$ cat src/rtl/fm_pkg.sv
// fm_pkg: shared types and default sizing for the x_reg feed controller.
package fm_pkg;

   localparam int LANES_DEF = 4;
   localparam int DEPTH_DEF = 7;
   localparam int DW_DEF    = 8;
   localparam int IDXW_DEF  = 5;
   localparam int LENW_DEF  = 3;

   typedef enum logic [1:0] {
      IDLE,
      LOAD,
      DRAIN,
      DONE
   } feed_state_t;

   // Counter width that never collapses to zero bits.
   function automatic int clog2_min1(input int v);
      return (v <= 2) ? 1 : $clog2(v);
   endfunction

endpackage

$ cat src/rtl/xreg_skew_gen.sv
// xreg_skew_gen: diagonal enable mask for draining the lanes, lane k active for t in [k, k+len).
module xreg_skew_gen #(
   parameter int LANES = 4,
   parameter int TW    = 4,
   parameter int LW    = 3
) (
   input  logic [TW-1:0]    t,
   input  logic [LW-1:0]    len,
   output logic [LANES-1:0] en
);

   // Lane k starts k cycles late and stays on for len cycles.
   always_comb begin
      en = '0;
      for (int k = 0; k < LANES; k++) begin
         en[k] = (int'(t) >= k) && (int'(t) < k + int'(len));
      end
   end

endmodule

$ cat src/rtl/xreg_feed_ctrl.sv
// xreg_feed_ctrl: loads LANES*len operand bytes into the x_reg bank by indexed writes, then
// drains the lanes with a one-cycle-per-lane skew and pulses done.
// Build option XREG_ZERO_PAD_EN: after each lane's last byte, zero-fill idx len..DEPTH-1.
module xreg_feed_ctrl
   import fm_pkg::*;
#(
   parameter int LANES = LANES_DEF,
   parameter int DEPTH = DEPTH_DEF,
   parameter int DW    = DW_DEF,
   parameter int IDXW  = IDXW_DEF,
   parameter int LENW  = LENW_DEF
) (
   input  logic             clk,
   input  logic             rst,
   input  logic             cmd_valid,
   output logic             cmd_ready,
   input  logic [LENW-1:0]  cmd_len,
   input  logic             in_valid,
   output logic             in_ready,
   input  logic [DW-1:0]    in_data,
   output logic [LANES-1:0] xr_en,
   output logic             xr_write,
   output logic [IDXW-1:0]  xr_idx,
   output logic [DW-1:0]    xr_din,
   output logic [LANES-1:0] lane_vld,
   output logic             busy,
   output logic             done
);

   localparam int LW  = clog2_min1(DEPTH + 1);      // len 0..DEPTH
   localparam int IW  = clog2_min1(DEPTH);          // idx 0..DEPTH-1
   localparam int LCW = clog2_min1(LANES);          // lane 0..LANES-1
   localparam int TW  = clog2_min1(DEPTH + LANES);  // t 0..len+LANES-2

   feed_state_t      state_q, state_d;
   logic [LW-1:0]    len_q, len_d;
   logic [LCW-1:0]   lane_cnt_q, lane_cnt_d;
   logic [IW-1:0]    idx_cnt_q, idx_cnt_d;
   logic [TW-1:0]    t_q, t_d;

   logic [LANES-1:0] xr_en_q, xr_en_d;
   logic             xr_write_q, xr_write_d;
   logic [IDXW-1:0]  xr_idx_q, xr_idx_d;
   logic [DW-1:0]    xr_din_q, xr_din_d;
   logic [LANES-1:0] lane_vld_q;
   logic             busy_q;
   logic             done_q;

`ifdef XREG_ZERO_PAD_EN
   logic             pad_q, pad_d;
`endif

   logic [LW-1:0]    len_clamp;
   logic [LANES-1:0] skew_en;
   logic             hs;
   logic             idx_last_len;
   logic             lane_last;
   logic             t_last;

   assign len_clamp = (int'(cmd_len) > DEPTH) ? LW'(DEPTH) : LW'(cmd_len);

   assign cmd_ready = (state_q == IDLE);
`ifdef XREG_ZERO_PAD_EN
   assign in_ready  = (state_q == LOAD) && !pad_q;
`else
   assign in_ready  = (state_q == LOAD);
`endif
   assign hs = in_valid && in_ready;

   assign idx_last_len = (int'(idx_cnt_q) == int'(len_q) - 1);
   assign lane_last    = (int'(lane_cnt_q) == LANES - 1);
   assign t_last       = (int'(t_q) == int'(len_q) + LANES - 2);

   xreg_skew_gen #(
      .LANES (LANES),
      .TW    (TW),
      .LW    (LW)
   ) u_skew (
      .t   (t_q),
      .len (len_q),
      .en  (skew_en)
   );

   // Next-state, counters and the next value of every registered x_reg strobe.
   always_comb begin
      state_d    = state_q;
      len_d      = len_q;
      lane_cnt_d = lane_cnt_q;
      idx_cnt_d  = idx_cnt_q;
      t_d        = t_q;
      xr_en_d    = '0;
      xr_write_d = 1'b0;
      xr_idx_d   = '0;
      xr_din_d   = '0;
`ifdef XREG_ZERO_PAD_EN
      pad_d      = pad_q;
`endif
      unique case (state_q)
         IDLE: begin
            if (cmd_valid) begin
               len_d      = len_clamp;
               lane_cnt_d = '0;
               idx_cnt_d  = '0;
               t_d        = '0;
               state_d    = (len_clamp == '0) ? DONE : LOAD;
            end
         end
         LOAD: begin
`ifdef XREG_ZERO_PAD_EN
            if (pad_q) begin
               // Zero-fill the tail of the current lane so stale data never drains.
               xr_en_d    = LANES'(1) << lane_cnt_q;
               xr_write_d = 1'b1;
               xr_idx_d   = IDXW'(idx_cnt_q);
               if (int'(idx_cnt_q) == DEPTH - 1) begin
                  idx_cnt_d = '0;
                  pad_d     = 1'b0;
                  if (lane_last) begin
                     state_d = DRAIN;
                     t_d     = '0;
                  end else begin
                     lane_cnt_d = lane_cnt_q + LCW'(1);
                  end
               end else begin
                  idx_cnt_d = idx_cnt_q + IW'(1);
               end
            end else
`endif
            if (hs) begin
               xr_en_d    = LANES'(1) << lane_cnt_q;
               xr_write_d = 1'b1;
               xr_idx_d   = IDXW'(idx_cnt_q);
               xr_din_d   = in_data;
               if (idx_last_len) begin
`ifdef XREG_ZERO_PAD_EN
                  if (int'(len_q) < DEPTH) begin
                     idx_cnt_d = idx_cnt_q + IW'(1);
                     pad_d     = 1'b1;
                  end else
`endif
                  begin
                     idx_cnt_d = '0;
                     if (lane_last) begin
                        state_d = DRAIN;
                        t_d     = '0;
                     end else begin
                        lane_cnt_d = lane_cnt_q + LCW'(1);
                     end
                  end
               end else begin
                  idx_cnt_d = idx_cnt_q + IW'(1);
               end
            end
         end
         DRAIN: begin
            xr_en_d = skew_en;
            if (t_last) begin
               state_d = DONE;
            end else begin
               t_d = t_q + TW'(1);
            end
         end
         DONE: begin
            state_d = IDLE;
         end
         default: begin
            state_d = IDLE;
         end
      endcase
   end

   // State and counter registers; reset abandons any command in flight.
   always_ff @(posedge clk or posedge rst) begin
      if (rst) begin
         state_q    <= IDLE;
         len_q      <= '0;
         lane_cnt_q <= '0;
         idx_cnt_q  <= '0;
         t_q        <= '0;
`ifdef XREG_ZERO_PAD_EN
         pad_q      <= 1'b0;
`endif
      end else begin
         state_q    <= state_d;
         len_q      <= len_d;
         lane_cnt_q <= lane_cnt_d;
         idx_cnt_q  <= idx_cnt_d;
         t_q        <= t_d;
`ifdef XREG_ZERO_PAD_EN
         pad_q      <= pad_d;
`endif
      end
   end

   // Registered outputs; lane_vld follows drain enables by one cycle to match x_reg dout.
   always_ff @(posedge clk or posedge rst) begin
      if (rst) begin
         xr_en_q    <= '0;
         xr_write_q <= 1'b0;
         xr_idx_q   <= '0;
         xr_din_q   <= '0;
         lane_vld_q <= '0;
         busy_q     <= 1'b0;
         done_q     <= 1'b0;
      end else begin
         xr_en_q    <= xr_en_d;
         xr_write_q <= xr_write_d;
         xr_idx_q   <= xr_idx_d;
         xr_din_q   <= xr_din_d;
         lane_vld_q <= xr_write_q ? '0 : xr_en_q;
         busy_q     <= (state_d != IDLE);
         done_q     <= (state_q == DONE);
      end
   end

   assign xr_en    = xr_en_q;
   assign xr_write = xr_write_q;
   assign xr_idx   = xr_idx_q;
   assign xr_din   = xr_din_q;
   assign lane_vld = lane_vld_q;
   assign busy     = busy_q;
   assign done     = done_q;

endmodule

$ cat config.mk
export PLATFORM = sky130hd
export DESIGN_NAME = xreg_feed_ctrl
export DESIGN_NICKNAME = d
export VERILOG_FILES = /design/src/rtl/fm_pkg.sv /design/src/rtl/xreg_skew_gen.sv /design/src/rtl/xreg_feed_ctrl.sv
export SDC_FILE = /design/constraint.sdc
export NUM_CORES = 1
export LEC_CHECK = 0
export CELL_PAD_IN_SITES_DETAIL_PLACEMENT = 1
export CELL_PAD_IN_SITES_GLOBAL_PLACEMENT = 1
export CORE_MARGIN = 8
export CORE_UTILIZATION = 28
export DETAILED_ROUTE_END_ITERATION = 6
export GPL_TIMING_DRIVEN = 0
export PLACE_DENSITY_LB_ADDON = 0.1
export SLEW_MARGIN = 25
export SYNTH_ARGS = -nofsm -noshare
export SYNTH_HDL_FRONTEND = slang
export SYNTH_SLANG_ARGS = --single-unit
$ cat constraint.sdc
create_clock -name clk -period 2.2 [get_ports clk]
set_clock_uncertainty 0.15 [all_clocks]
set_input_delay 0.44 -clock clk [delete_from_list [all_inputs] [get_ports clk]]
set_output_delay 0.44 -clock clk [all_outputs]
set_load 0.03 [all_outputs]
Word level (Yosys, flattened, before mapping)
Cells that the tools add are included.
{"block": "word_totals", "regBits": 38, "input_bits": 15, "output_inout_bits": 26, "word_cells": 85}
{"block": "op_classes", "add_sub_neg": 9, "n_lt_le_gt_ge": 7, "n_eq_ne": 12, "shift": 1, "n_mux": 31, "n_reduce_logical": 13}
{"cell": "5-bit by 32-bit < comparator with 1-bit output", "count": 3}
{"cell": "4-bit two-way mux", "count": 7}
{"cell": "2-bit two-way mux", "count": 10}
{"cell": "8-bit two-way mux", "count": 2}
{"cell": "3-bit two-way mux", "count": 5}
{"cell": "4-bit one-hot mux with 3 select lines", "count": 1}
{"cell": "2-bit by 3-bit adder with 4-bit output, first input constant", "count": 2}
{"cell": "4-bit by 2-bit greater-or-equal comparator with 1-bit output, second input constant", "count": 2}
{"cell": "2-bit one-hot mux with 4 select lines", "count": 1}
{"cell": "4-bit one-hot mux with 2 select lines", "count": 1}
{"cell": "2-bit by 1-bit != test with 1-bit output, second input constant", "count": 3}
{"cell": "2-bit != test, second input constant", "count": 3}
{"cell": "3-bit one-hot mux with 2 select lines", "count": 1}
{"cell": "6-bit AND reduction", "count": 1}
{"cell": "5-bit == test", "count": 1}
{"cell": "5-bit AND reduction", "count": 1}
{"cell": "4-bit by 2-bit subtractor with 5-bit output, second input constant", "count": 1}
{"cell": "1-bit by 3-bit adder with 4-bit output, first input constant", "count": 1}
{"cell": "3-bit by 3-bit adder with 4-bit output, second input constant", "count": 1}
{"cell": "4-bit by 1-bit adder with 4-bit output, second input constant", "count": 1}
{"cell": "2-bit by 1-bit == test with 1-bit output, second input constant", "count": 2}
{"cell": "2-bit == test, second input constant", "count": 2}
{"cell": "4-bit == test", "count": 1}
{"cell": "4-bit by 1-bit greater-or-equal comparator with 1-bit output, second input constant", "count": 1}
{"cell": "14 further kinds", "count": 19}

Longest topological paths before layout
Gate-level depths: netlist of run 1.
{"block": "depth", "depth_word": 6, "ltp_mapped": 9, "ltp_nobuf": 9}

Cells and area by module
Synthesis of run 1 repeated with hierarchy kept, for this count alone.
{"block": "hier_totals", "cells_unflattened": 209, "area_unflattened_um2": 2174.6}
{"mod": "xreg_feed_ctrl", "n_inst": 1, "cells_per_inst": 165, "area_each_um2": 1818.0, "seq_area_each_um2": 900.9}
{"mod": "xreg_skew_gen", "n_inst": 1, "cells_per_inst": 44, "area_each_um2": 356.6, "seq_area_each_um2": 0.0}

Worst setup path after synthesis of run 1
Ideal clock, no wire load.
{"block": "synth_path", "path_kind": "flip-flop to flip-flop", "start": "reg len_q[0]", "end": "reg t_q[3]", "setup_time_ps": 124, "arrival_time_ps": 1919, "t_required_ps": 1926, "path_slack_ps": 8, "path_stages_with_launch": 8, "path_buffers": 0, "period_less_slack_ps": 2192, "cell_sequence": "dfrtp_1 -> inv_1 -> ha_1 -> xor2_1 -> nand2_1 -> or3_4 -> a21o_1 -> a211o_1"}
{"block": "synth_between", "elab_chain_len": 5, "elab_cells_between_ends": 8, "classes_between": "add/sub (3); eq/ne (4); reduce/logical (1)"}
{"item": "start: declaration", "line": "xreg_feed_ctrl.sv:36", "source": "logic [LW-1:0] len_q, len_d;"}
{"item": "start signal: assignment", "line": "xreg_feed_ctrl.sv:185", "source": "len_q <= len_d;"}
{"item": "3-bit by 3-bit adder with 4-bit output", "line": "xreg_feed_ctrl.sv:72", "source": "assign t_last = (int'(t_q) == int'(len_q) + LANES - 2);"}
{"item": "4-bit by 2-bit subtractor with 5-bit output", "line": "xreg_feed_ctrl.sv:72"}
{"item": "5-bit == test", "line": "xreg_feed_ctrl.sv:72"}
{"item": "2-bit != test (no line)"}
{"item": "6-bit AND reduction (no line) (*)"}
{"item": "end signal: assignment", "line": "xreg_feed_ctrl.sv:188", "source": "t_q <= t_d;"}
{"item": "end: declaration", "line": "xreg_feed_ctrl.sv:39", "source": "logic [TW-1:0] t_q, t_d;"}
Every way passes the cells marked *; elsewhere a longest branch is shown, timed or not.
A chain may end at the register's enable or synchronous reset.

Worst setup path after layout of run 1
{"block": "layout_path", "start": "reg len_q[1]", "end": "reg t_q[2]"}
Same word-level chain as after synthesis.

==> impl_metrics.tcl, run 1 <==
set metrics [dict create \
    count_of_vias_placed_by_the_detailed_router 1607 \
    worst_path_largest_cell_delay_ns 0.40 \
    ff2ff_setup_slack_ns 0.04 \
    drv.max_cap_violation_count 0 \
    chipHeight_um 103 \
    final-hold-violation-count 0 \
    cts_tree "yes" \
    synth_seq_cells 36 \
    coreArea_mm2 0.00729 \
    period_share_pct 98.3 \
    worst-endpoint-required_ns 2.23 \
    ant_nets 0 \
    total_leakage_power_nw 1.34 \
    mostFrequentLayoutCell "sky130_fd_sc_hd__clkdlybuf4s50_1" \
    area_delta_synth_final_pct 34.2 \
    worst_path_max_delay_cell "sky130_fd_sc_hd__dfrtp_1" \
    report.final.setup_viol 0 \
    drv_slew 0 \
    avgRoutedWirePerCell_um 15.7 \
    route.detailed.drc 0 \
    first_iter_violations 41 \
    grt.met3_usage_pct 2.23 \
    power.ir.vdd_worst_uv 484 \
    cpLargestDelayFamily "simple AND/OR/NAND/NOR gates" \
    path_clk_slew_ns 0.09 \
    postLayoutSetupSlackWorst_ns 0.0370 \
    global_route_wire_length_before_repair_mm 8.76 \
    post_drt_via_cell_ratio 4.59 \
    port_buffers 38 \
    die_area_mm2 0.0106 \
    critical_path.startpoint_type "flip-flop" \
    power.density_cell_area_mw_per_mm2 1220 \
    grt_antenna_before_repair 0 \
    synth.avg_cell_area_um2 10.8 \
    floorplan.initialDensity_pct 29.1 \
    rsz0062_at_grt "yes" \
    groute.layer.met1.usage_pct 13.9 \
    htree_levels 2 \
    tritoncts_num_sinks 36 \
    ys.warnings.count 0 \
    placement.setup.worst_slack_ns -0.333 \
    path_class "reg -> reg" \
    numCtsBuffers 5 \
    mostFrequentLayoutCells "sky130_fd_sc_hd__clkdlybuf4s50_1 (36), sky130_fd_sc_hd__dfrtp_1 (34), sky130_fd_sc_hd__ha_1 (29)" \
    synth.distinct_cells 48 \
    use_met2_pct 17.4 \
    post_synth_instance_area_mm2 0.00212 \
    status "finished clean" \
    n_antenna_cell 0 \
    peak_clock_frequency_supported_by_timing_mhz 462 \
    worst_hold_slack_ns 0.267 \
    worst-path-buf-inv 1 \
    worstPathArrival_ns 2.20 \
    finalCoreUtilization_pct 39.1 \
    timing.critical_path.fanout_max 5 \
    layout.nets 297 \
    worst_r2r_startpoint "len_q[1]" \
    grt_max_degree 24 \
    worstPathCellList "inv_2 > ha_4 > xor2_1 > nand2_1 > or3_4 > a221o_2 > o2bb2ai_2" \
    post_layout_nonfiller_instances 350 \
    drive_above_1_share_pct 18.7 \
    reg2reg_depth 7 \
    report.power.total_mw 3.46 \
    clkLatencyLatePin_ns 0.30 \
    grt_overflow 0 \
    dieWidth_um 103 \
    ys_seq_area_share_pct 42.4 \
    detailed_place_hpwl_mm 4.23 \
    gr-usage-all-layers_pct 10.8 \
    totalWireLength_mm 5.49 \
    dr.pass1.iters 4 \
    cts-root-buf "sky130_fd_sc_hd__clkbuf_8" \
    row_count 31 \
    globalRoute.busiestLayer "met2" \
    first_global_vias 1718 \
    hold_buffers 0 \
    numPlacedInstances 336 \
    kind_of_capture_point_of_the_worst_setup_path "flip-flop" \
    synthCells 197 \
    min_path_type "in -> async" \
    clk_path_buf_depth 2 \
    reg2reg_to "t_q[2]" \
    gp_congestion 0.755 \
    i_o_pins 41 \
    final_critical_path_time_including_i_o_delays_and_setup_ns 2.16 \
]
## stage by stage
step | cell area (um^2) | TNS [ns]
after floorplan | 2130 | 0
after global placement | 2630 | -5.34
after detailed placement | 2650 | -2.21
after CTS | 2810 | 0
after global routing | 2850 | -0.114
final | 2850 | 0
## layout make-up
class	count	area (um^2)
flip-flops and latches	36	903
well taps	99	124
repair buffers	46	453
multi-input cells	139	1170
plain buffers	6	47.5
clock inverters	1	7.51
clock buffers	7	86.3
fillers	866	4440
inverters	16	60.1
## sequential cells by signal (all words and copies together) (netlist names)
name and cells:
xr_din 8, lane_vld 4, t_q 4, xr_en 4
idx_cnt_q 3, len_q 3, xr_idx 3, lane_cnt_q 2
state_q 2, busy 1, done 1, xr_write 1
## cell usage after synthesis, drive strengths merged
library cell	count	area (um^2)
nor2	4	15.0
nand4b	2	17.5
o21a	3	22.5
a32oi	1	8.76
nand3b	1	7.51
and2	1	6.26
and3	13	82.6
a2111oi	1	8.76
o2bb2ai	1	8.76
conb	1	3.75
o211ai	1	7.51
o21ai	10	50.1
inv	16	60.1
a21o	2	15.0
a211o	1	8.76
nand2	17	63.8
o21ba	1	10.0
mux2i	2	20.0
nor4bb	1	10.0
dfrtp	36	901
xnor2	1	8.76
clkbuf	4	25.0
nand2b	1	6.26
a21oi	2	10.0
nor3	4	20.0
a22oi	1	7.51
a221o	1	11.3
buf	3	26.3
or4b	1	10.0
xor2	2	17.5
mux2	5	56.3
a22o	1	8.76
a31oi	1	6.26
a311oi	1	8.76
or3	1	11.3
o311a	1	11.3
o21bai	1	7.51
or2b	1	8.76
nor2b	11	68.8
xnor3	1	22.5
nor3b	2	15.0
nand3	1	5.00
a21boi	2	15.0
ha	32	400
or4	1	7.51
## worst reg2reg max path, stage by stage, from the launching register on
cell and delay, ns:
sky130_fd_sc_hd__dfrtp_1 0.40, sky130_fd_sc_hd__inv_2 0.12, sky130_fd_sc_hd__ha_4 0.23, sky130_fd_sc_hd__xor2_1 0.15, sky130_fd_sc_hd__nand2_1 0.11, sky130_fd_sc_hd__or3_4 0.39, sky130_fd_sc_hd__a221o_2 0.38, sky130_fd_sc_hd__o2bb2ai_2 0.12
## logic make-up after synthesis
logic type / Yosys count / share of synthesized area [%]
other: 1 / 0.177
XOR/XNOR: 4 / 2.30
multiplexers: 7 / 3.59
flip-flops: 36 / 42.4
AND/OR/NAND/NOR: 62 / 16.7
adder cells (fa/ha/maj): 32 / 18.9
AO/OA/AOI/OAI: 32 / 10.7
buffers and inverters: 23 / 5.24
## power by group
group / internal, mW / switching (mW)
Combinational: 0.940 / 1.07
Clock: 0.255 / 0.267
Sequential: 0.814 / 0.117
## repair_timing
action | CTS | global route
pin swaps | 1 | 9
buffers inserted | 4 | 3
setup endpoints to repair | 13 | 11
resized for setup | 14 | 5
## metal layers
| metal | vias up | routed length, um |
|---|---|---|
| li1 | 780 | - |
| met1 | 786 | 2660 |
| met2 | 33 | 2480 |
| met3 | 8 | 280 |
| met4 | 0 | 63 |
| met5 | - | 0 |
## worst max path at each step
stage | from | endpoint | slack, ns | cells after the start
floorplan | len_q[0] | t_q[3] | 0.008 | 7
detailed placement | len_q[0] | t_q[3] | -0.33 | 7
global route | len_q[1] | t_q[3] | -0.04 | 7
CTS | len_q[1] | t_q[3] | 0.002 | 9
global placement | len_q[0] | t_q[3] | -0.27 | 7
finish | len_q[1] | t_q[2] | 0.04 | 7
(Power assumes the default switching activity.)
==> run 2: changes to the inputs <==
--- a/config.mk
+++ b/config.mk
@@ -7,2 +7,3 @@
 export LEC_CHECK = 0
+export ABC_AREA = 1
 export CELL_PAD_IN_SITES_DETAIL_PLACEMENT = 1
--- a/constraint.sdc
+++ b/constraint.sdc
@@ -4,2 +4,2 @@
 set_output_delay 0.44 -clock clk [all_outputs]
-set_load 0.03 [all_outputs]
+set_load 0.1 [all_outputs]
==> run 2 against run 1 <==
Combinational power rose by 16%; setup slack improved by 0.072 ns; die area rose by 0.45%; sequential share of layout area rose by 0.73 points; first-iteration DRC count fell by 29%; maximum frequency rose by 3.4%; final area fell by 2.1%; area after synthesis rose by 0.53%; register-to-register slack improved by 0.13 ns; sequential cell count did not move; largest power group unchanged.
==> impl_metrics.tcl, run 2 <==
set metrics [dict create \
    drv_slew 0 \
    post_synth_most_frequent_cells "sky130_fd_sc_hd__nand2_1 (44), sky130_fd_sc_hd__inv_1 (39), sky130_fd_sc_hd__dfrtp_1 (36), sky130_fd_sc_hd__ha_1 (32), sky130_fd_sc_hd__nor2_1 (24)" \
    synth-main-ff-cell "sky130_fd_sc_hd__dfrtp_1" \
    worst_hold_slack_ns 0.304 \
    floorplan.initialDensity_pct 28.2 \
    dieWidth_um 103 \
    min_path_type "in -> async" \
    combinational_family_with_the_most_area_after_synthesis "simple AND/OR/NAND/NOR gates" \
    mostFrequentLayoutCells "sky130_fd_sc_hd__nand2_1 (44), sky130_fd_sc_hd__inv_1 (36), sky130_fd_sc_hd__dfrtp_1 (33)" \
    n_antenna_cell 0 \
    clk_path_buf_depth 2 \
    synthCells 244 \
    worst_path_max_delay_cell "sky130_fd_sc_hd__dlygate4sd2_1" \
    grt_overflow 0 \
    total_leakage_power_nw 1.48 \
    critical_path.startpoint_type "flip-flop" \
    drive_above_1_share_pct 15.8 \
    slew_headroom_pct 34.6 \
    totalWireLength_mm 5.37 \
    synth.distinct_cells 30 \
    area_delta_synth_final_pct 30.7 \
    grt_max_degree 22 \
    largest_register_ffs 8 \
    cpLargestDelayFamily "buffers and inverters" \
    power.density_cell_area_mw_per_mm2 1350 \
    numCtsBuffers 5 \
    synth.avg_cell_area_um2 8.75 \
    layout.nets 343 \
    period_share_pct 95.1 \
    avgRoutedWirePerCell_um 13.5 \
    kind_of_capture_point_of_the_worst_setup_path "output port" \
    rsz0062_at_grt "no" \
    htree_levels 2 \
    post_drt_via_cell_ratio 4.29 \
    ys.warnings.count 0 \
    finalCoreUtilization_pct 36.9 \
    route.detailed.drc 0 \
    worst_path_largest_cell_delay_ns 0.86 \
    die_area_mm2 0.0107 \
    gr-usage-all-layers_pct 11.0 \
    path_class "reg -> out" \
    port_buffers 38 \
    synth_seq_cells 36 \
    synthTopCellsByArea "sky130_fd_sc_hd__dfrtp_1 (42%), sky130_fd_sc_hd__ha_1 (19%), sky130_fd_sc_hd__nand2_1 (7.7%)" \
    coreArea_mm2 0.00757 \
    edff_count_synth 0 \
    worst-endpoint-required_ns 1.61 \
    clkLatencyLatePin_ns 0.29 \
    synth_compound_gate_area_share_pct 9.38 \
    i_o_pins 41 \
    final_critical_path_time_including_i_o_delays_and_setup_ns 2.09 \
    final-hold-violation-count 0 \
    count_of_vias_placed_by_the_detailed_router 1713 \
    synth_simple_gate_area_share_pct 19.3 \
    cts-root-buf "sky130_fd_sc_hd__clkbuf_8" \
    synth_top_area_share_pct 42.2 \
    tritoncts_num_sinks 36 \
    power.ir.vdd_worst_uv 1020 \
    path_clk_slew_ns 0.08 \
    dr.pass1.iters 4 \
    row_count 32 \
    number_of_fill_cells 902 \
    post-synth-top-count-cell "sky130_fd_sc_hd__nand2_1" \
    mostFrequentLayoutCell "sky130_fd_sc_hd__nand2_1" \
    worst-path-buf-inv 1 \
    timing.critical_path.fanout_max 2 \
    synth_adder_area_share_pct 18.8 \
    post_synth_instance_area_mm2 0.00213 \
    ys_seq_area_share_pct 42.2 \
    worstPathCellList "dlygate4sd2_1" \
    gp_congestion 0.736 \
    peak_clock_frequency_supported_by_timing_mhz 478 \
    global_route_wire_length_before_repair_mm 9.01 \
    worstPathArrival_ns 1.50 \
    report.final.setup_viol 0 \
    synth.largest_area_cell "sky130_fd_sc_hd__dfrtp_1" \
    detailed_place_hpwl_mm 4.28 \
    ys_async_sr_fraction_pct 100 \
    post_synth_mux_area_share_pct 0 \
    grt_antenna_before_repair 0 \
    first_global_vias 1808 \
    chipHeight_um 103 \
    first_iter_violations 29 \
    worst_pin_slew_ns 0.985 \
    drv.max_cap_violation_count 0 \
    ant_nets 0 \
    status "finished clean" \
    post_synth_xor_area_fraction_pct 0.821 \
    cts_tree "yes" \
]
[run 2: cell types whose count changed after synthesis, moves of 4 or more]
cell | before | now
sky130_fd_sc_hd__nor2_1 | 4 | 24
sky130_fd_sc_hd__inv_1 | 16 | 39
sky130_fd_sc_hd__nand2_1 | 17 | 44
sky130_fd_sc_hd__inv_2 | 0 | 6
sky130_fd_sc_hd__o21ai_0 | 10 | 3
sky130_fd_sc_hd__mux2_2 | 5 | 0
sky130_fd_sc_hd__o21ai_1 | 0 | 8
sky130_fd_sc_hd__nand3_1 | 1 | 9
sky130_fd_sc_hd__nand2_2 | 0 | 4
sky130_fd_sc_hd__and3_1 | 12 | 0
sky130_fd_sc_hd__nor2b_1 | 11 | 0
sky130_fd_sc_hd__a21oi_1 | 2 | 12
[run 2: final timing paths]
check	startpoint	endpoint	slack (ns)	cells after the start
setup reg to reg	len_q[0]	xr_en[3]	0.17	11
max in group asynchronous	rst	len_q[1]	1.15	3
min in group clk	xr_en[2]	lane_vld[2]	0.33	2
hold / removal	rst	xr_din[4]	0.30	2
setup / recovery	xr_en[0]	xr_en[0]	0.11	1
hold reg to reg	xr_en[2]	lane_vld[2]	0.33	2
[run 2: logic make-up (layout without fill, tap and decap cells)]
| kind of cell | after synthesis | count (layout) |
|---|---|---|
| and+or+nand+nor | 91 | 91 |
| AOI/OAI and AO/OA | 32 | 32 |
| buffers and inverters | 50 | 102 |
| xor gates and xnor gates | 2 | 2 |
| adders and majority gates | 32 | 32 |
| other | 1 | 2 |
| DFF | 36 | 36 |
[run 2: repair_timing]
action / 4_1_cts / 5_1_grt
pin swaps: 0 / 1
setup buffers: 0 / 5
hold buffers: 0 / 0
gates resized for setup: 35 / 9
endpoints found under the setup margin: 26 / 10
[run 2: metal layers]
layer	share of wire [%]	vias to the layer above	GRT usage [%]
li1	-	876	-
met1	48	801	13.7
met2	47	29	17.9
met3	4.3	7	2.88
met4	1.4	0	4.00
met5	0	-	0
[run 2: cell type report]
type / instances / area [um^2] / area share [%]
clock inverters: 3 / 18.8 / 0.673
well taps: 102 / 128 / 4.58
repair buffers: 44 / 407 / 14.6
inverters: 45 / 171 / 6.15
clock buffers: 5 / 68.8 / 2.47
multi-input cells: 159 / 1060 / 38.0
plain buffers: 5 / 31.3 / 1.12
flip-flops and latches: 36 / 905 / 32.4
[run 2: where the power goes]
group	leakage (nW)	internal (mW)	switching [mW]
registers	0.477	0.827	0.134
logic	0.953	0.642	1.70
clock network	0.0479	0.220	0.241
[run 2: stage by stage]
stage | total power, mW | setup WS, ns | std cells | setup TNS (ns) | area, um^2
after floorplan | 2.74 | 0.0641 | 245 | 0 | 2140
after global placement | 3.28 | -0.351 | 385 | -5.41 | 2650
after global routing | 4.10 | 0.00554 | 399 | 0 | 2790
final | 3.77 | 0.109 | 399 | 0 | 2790
after CTS | 3.74 | 0.00560 | 394 | 0 | 2740
after detailed placement | 3.31 | -0.351 | 386 | -0.609 | 2680
==> run 3: changes to the inputs <==
Settings changed: ABC_AREA 1 to not set, GPL_TIMING_DRIVEN 0 to not set, PLACE_DENSITY set to 0.6, PLACE_DENSITY_LB_ADDON 0.1 to not set.
==> run 3 against run 2 <==
Combinational power rose by 15%; first-iteration DRC count decreased by 24%; sequential cell count did not move; die area is 0.45% lower; count of clock-buffer cells in the layout stayed put; critical path depth rose by 5; critical endpoint is now t_q[3].
==> impl_metrics.tcl, run 3 (synthesized netlist as in run 1, its figures left out) <==
set metrics [dict create \
    gr-usage-all-layers_pct 11.3 \
    layout.nets 298 \
    dieWidth_um 103 \
    cts_post_setup_buffers_inserted 0 \
    period_share_pct 98.1 \
    floorplan.initialDensity_pct 29.1 \
    drive_above_1_share_pct 29.4 \
    cts-root-buf "sky130_fd_sc_hd__clkbuf_8" \
    report.final.setup_viol 0 \
    path_clk_slew_ns 0.09 \
    area_delta_synth_final_pct 34.6 \
    mostFrequentLayoutCells "sky130_fd_sc_hd__dfrtp_1 (35), sky130_fd_sc_hd__buf_4 (34), sky130_fd_sc_hd__ha_1 (27)" \
    first_global_vias 1745 \
    drv_slew 0 \
    i_o_pins 41 \
    kind_of_capture_point_of_the_worst_setup_path "flip-flop" \
    report.power.total_mw 4.12 \
    worst-endpoint-required_ns 2.23 \
    first_iter_violations 22 \
    peak_clock_frequency_supported_by_timing_mhz 463 \
    largest_register_ffs 8 \
    total_leakage_power_nw 1.42 \
    placement.setup.worst_slack_ns -0.0591 \
    dr.pass1.iters 4 \
    port_buffers 38 \
    ant_nets 0 \
    clkLatencyLatePin_ns 0.30 \
    tritoncts_num_sinks 36 \
    use_met2_pct 20.1 \
    globalRoute.busiestLayer "met2" \
    postPlaceCellArea_mm2 0.00270 \
    min_path_type "reg -> reg" \
    count_of_vias_placed_by_the_detailed_router 1654 \
    power.ir.vdd_worst_uv 745 \
    rsz0062_at_grt "yes" \
    grt_overflow 0 \
    grt_antenna_before_repair 0 \
    grt_max_degree 37 \
    final_area_mm2 0.00286 \
    mostFrequentLayoutCell "sky130_fd_sc_hd__dfrtp_1" \
    timing.critical_path.fanout_max 5 \
    detailed_place_hpwl_mm 4.41 \
    numCtsBuffers 5 \
    number_of_fill_cells 849 \
    final-hold-violation-count 0 \
    drv.max_cap_violation_count 0 \
    gp_congestion 0.798 \
    final_critical_path_time_including_i_o_delays_and_setup_ns 2.16 \
    groute.layer.met1.usage_pct 13.0 \
    die_area_mm2 0.0106 \
    path_class "reg -> reg" \
    global_route_wire_length_before_repair_mm 9.18 \
    postLayoutSetupSlackWorst_ns 0.0421 \
    critical_path.startpoint_type "flip-flop" \
    grt.met3_usage_pct 2.70 \
    chipHeight_um 103 \
    coreArea_mm2 0.00729 \
    cts_tree "yes" \
    worst_hold_slack_ns 0.351 \
    route.detailed.drc 0 \
    post_drt_via_cell_ratio 4.71 \
    worstPathArrival_ns 2.19 \
    status "finished clean" \
    avgRoutedWirePerCell_um 16.0 \
    power.density_cell_area_mw_per_mm2 1440 \
    totalWireLength_mm 5.62 \
    htree_levels 2 \
    row_count 31 \
    clk_path_buf_depth 2 \
    n_antenna_cell 0 \
]
==> run 3: cell count changes in the layout (fill, tap and decap cells not counted), moves of 5 or more <==
| cell | delta |
|---|---|
| sky130_fd_sc_hd__nand2_1 | -29 |
| sky130_fd_sc_hd__buf_4 | +26 |
| sky130_fd_sc_hd__inv_1 | -22 |
| sky130_fd_sc_hd__dlygate4sd2_1 | -21 |
| sky130_fd_sc_hd__nor2_1 | -20 |
| sky130_fd_sc_hd__and3_1 | +12 |
| sky130_fd_sc_hd__nor2b_1 | +11 |
| sky130_fd_sc_hd__a21oi_1 | -10 |
| sky130_fd_sc_hd__nand3_1 | -8 |
| sky130_fd_sc_hd__o21ai_1 | -8 |
| sky130_fd_sc_hd__o21ai_0 | +7 |
| sky130_fd_sc_hd__inv_2 | -6 |
| sky130_fd_sc_hd__mux2_2 | +5 |
==> run 3: worst max-delay path: stages (launching register included) <==
cell and delay, ns:
sky130_fd_sc_hd__dfrtp_2 0.45, sky130_fd_sc_hd__buf_6 0.14, sky130_fd_sc_hd__xnor3_1 0.35, sky130_fd_sc_hd__nand2_1 0.06, sky130_fd_sc_hd__or3_4 0.38, sky130_fd_sc_hd__a21o_1 0.21, sky130_fd_sc_hd__a211o_1 0.30
==> run 3: through the flow <==
step	TNS [ns]	instances	util, %
3_3_place_gp	0	343	37.0
3_5_place_dp	-0.0591	343	37.0
5_1_grt	-0.107	351	39.2
4_1_cts	0	351	38.3
6_report	0	351	39.2
2_1_floorplan	0	198	-
==> run 3: what timing repair did <==
action / 4_1_cts / 5_1_grt
cloned: 0 / 0
gates resized for setup: 7 / 11
endpoints found under the setup margin: 4 / 9
hold buffers: 0 / 0
pin swaps: 4 / 3
==> run 3: routing by layer <==
| layer | up-vias | part of all wire [%] | routed length [um] |
|---|---|---|---|
| met4 | 0 | 1.2 | 65 |
| met1 | 824 | 44 | 2450 |
| met2 | 43 | 49 | 2750 |
| li1 | 781 | - | - |
| met5 | - | 0 | 0 |
| met3 | 6 | 6.3 | 355 |
==> run 3: area by class of cell <==
cell class,count,area (um^2),share of cell area [%]
clock buffer,5,68.8,2.41
clock inverter,3,18.8,0.656
inverter,16,60.1,2.10
multi-input combinational,139,1210,42.2
sequential,36,902,31.6
tap,99,124,4.33
timing repair buffer,53,478,16.7
==> run 3: final timing paths <==
| check | depth (start not counted) | slack [ns] | from | to |
|---|---|---|---|---|
| setup reg to reg | 6 | 0.04 | len_q[2] | t_q[3] |
| setup / recovery | 6 | 0.04 | len_q[2] | t_q[3] |
| hold / removal | 1 | 0.35 | xr_en[2] | lane_vld[2] |
| max in group asynchronous | 3 | 1.12 | rst | len_q[2] |
| hold reg to reg | 1 | 0.35 | xr_en[2] | lane_vld[2] |
| min in group asynchronous | 3 | 0.41 | rst | xr_en[0] |
==> run 3: power by group <==
part	internal [mW]	switching (mW)
Clock	0.221	0.261
Combinational	1.05	1.64
Sequential	0.813	0.128
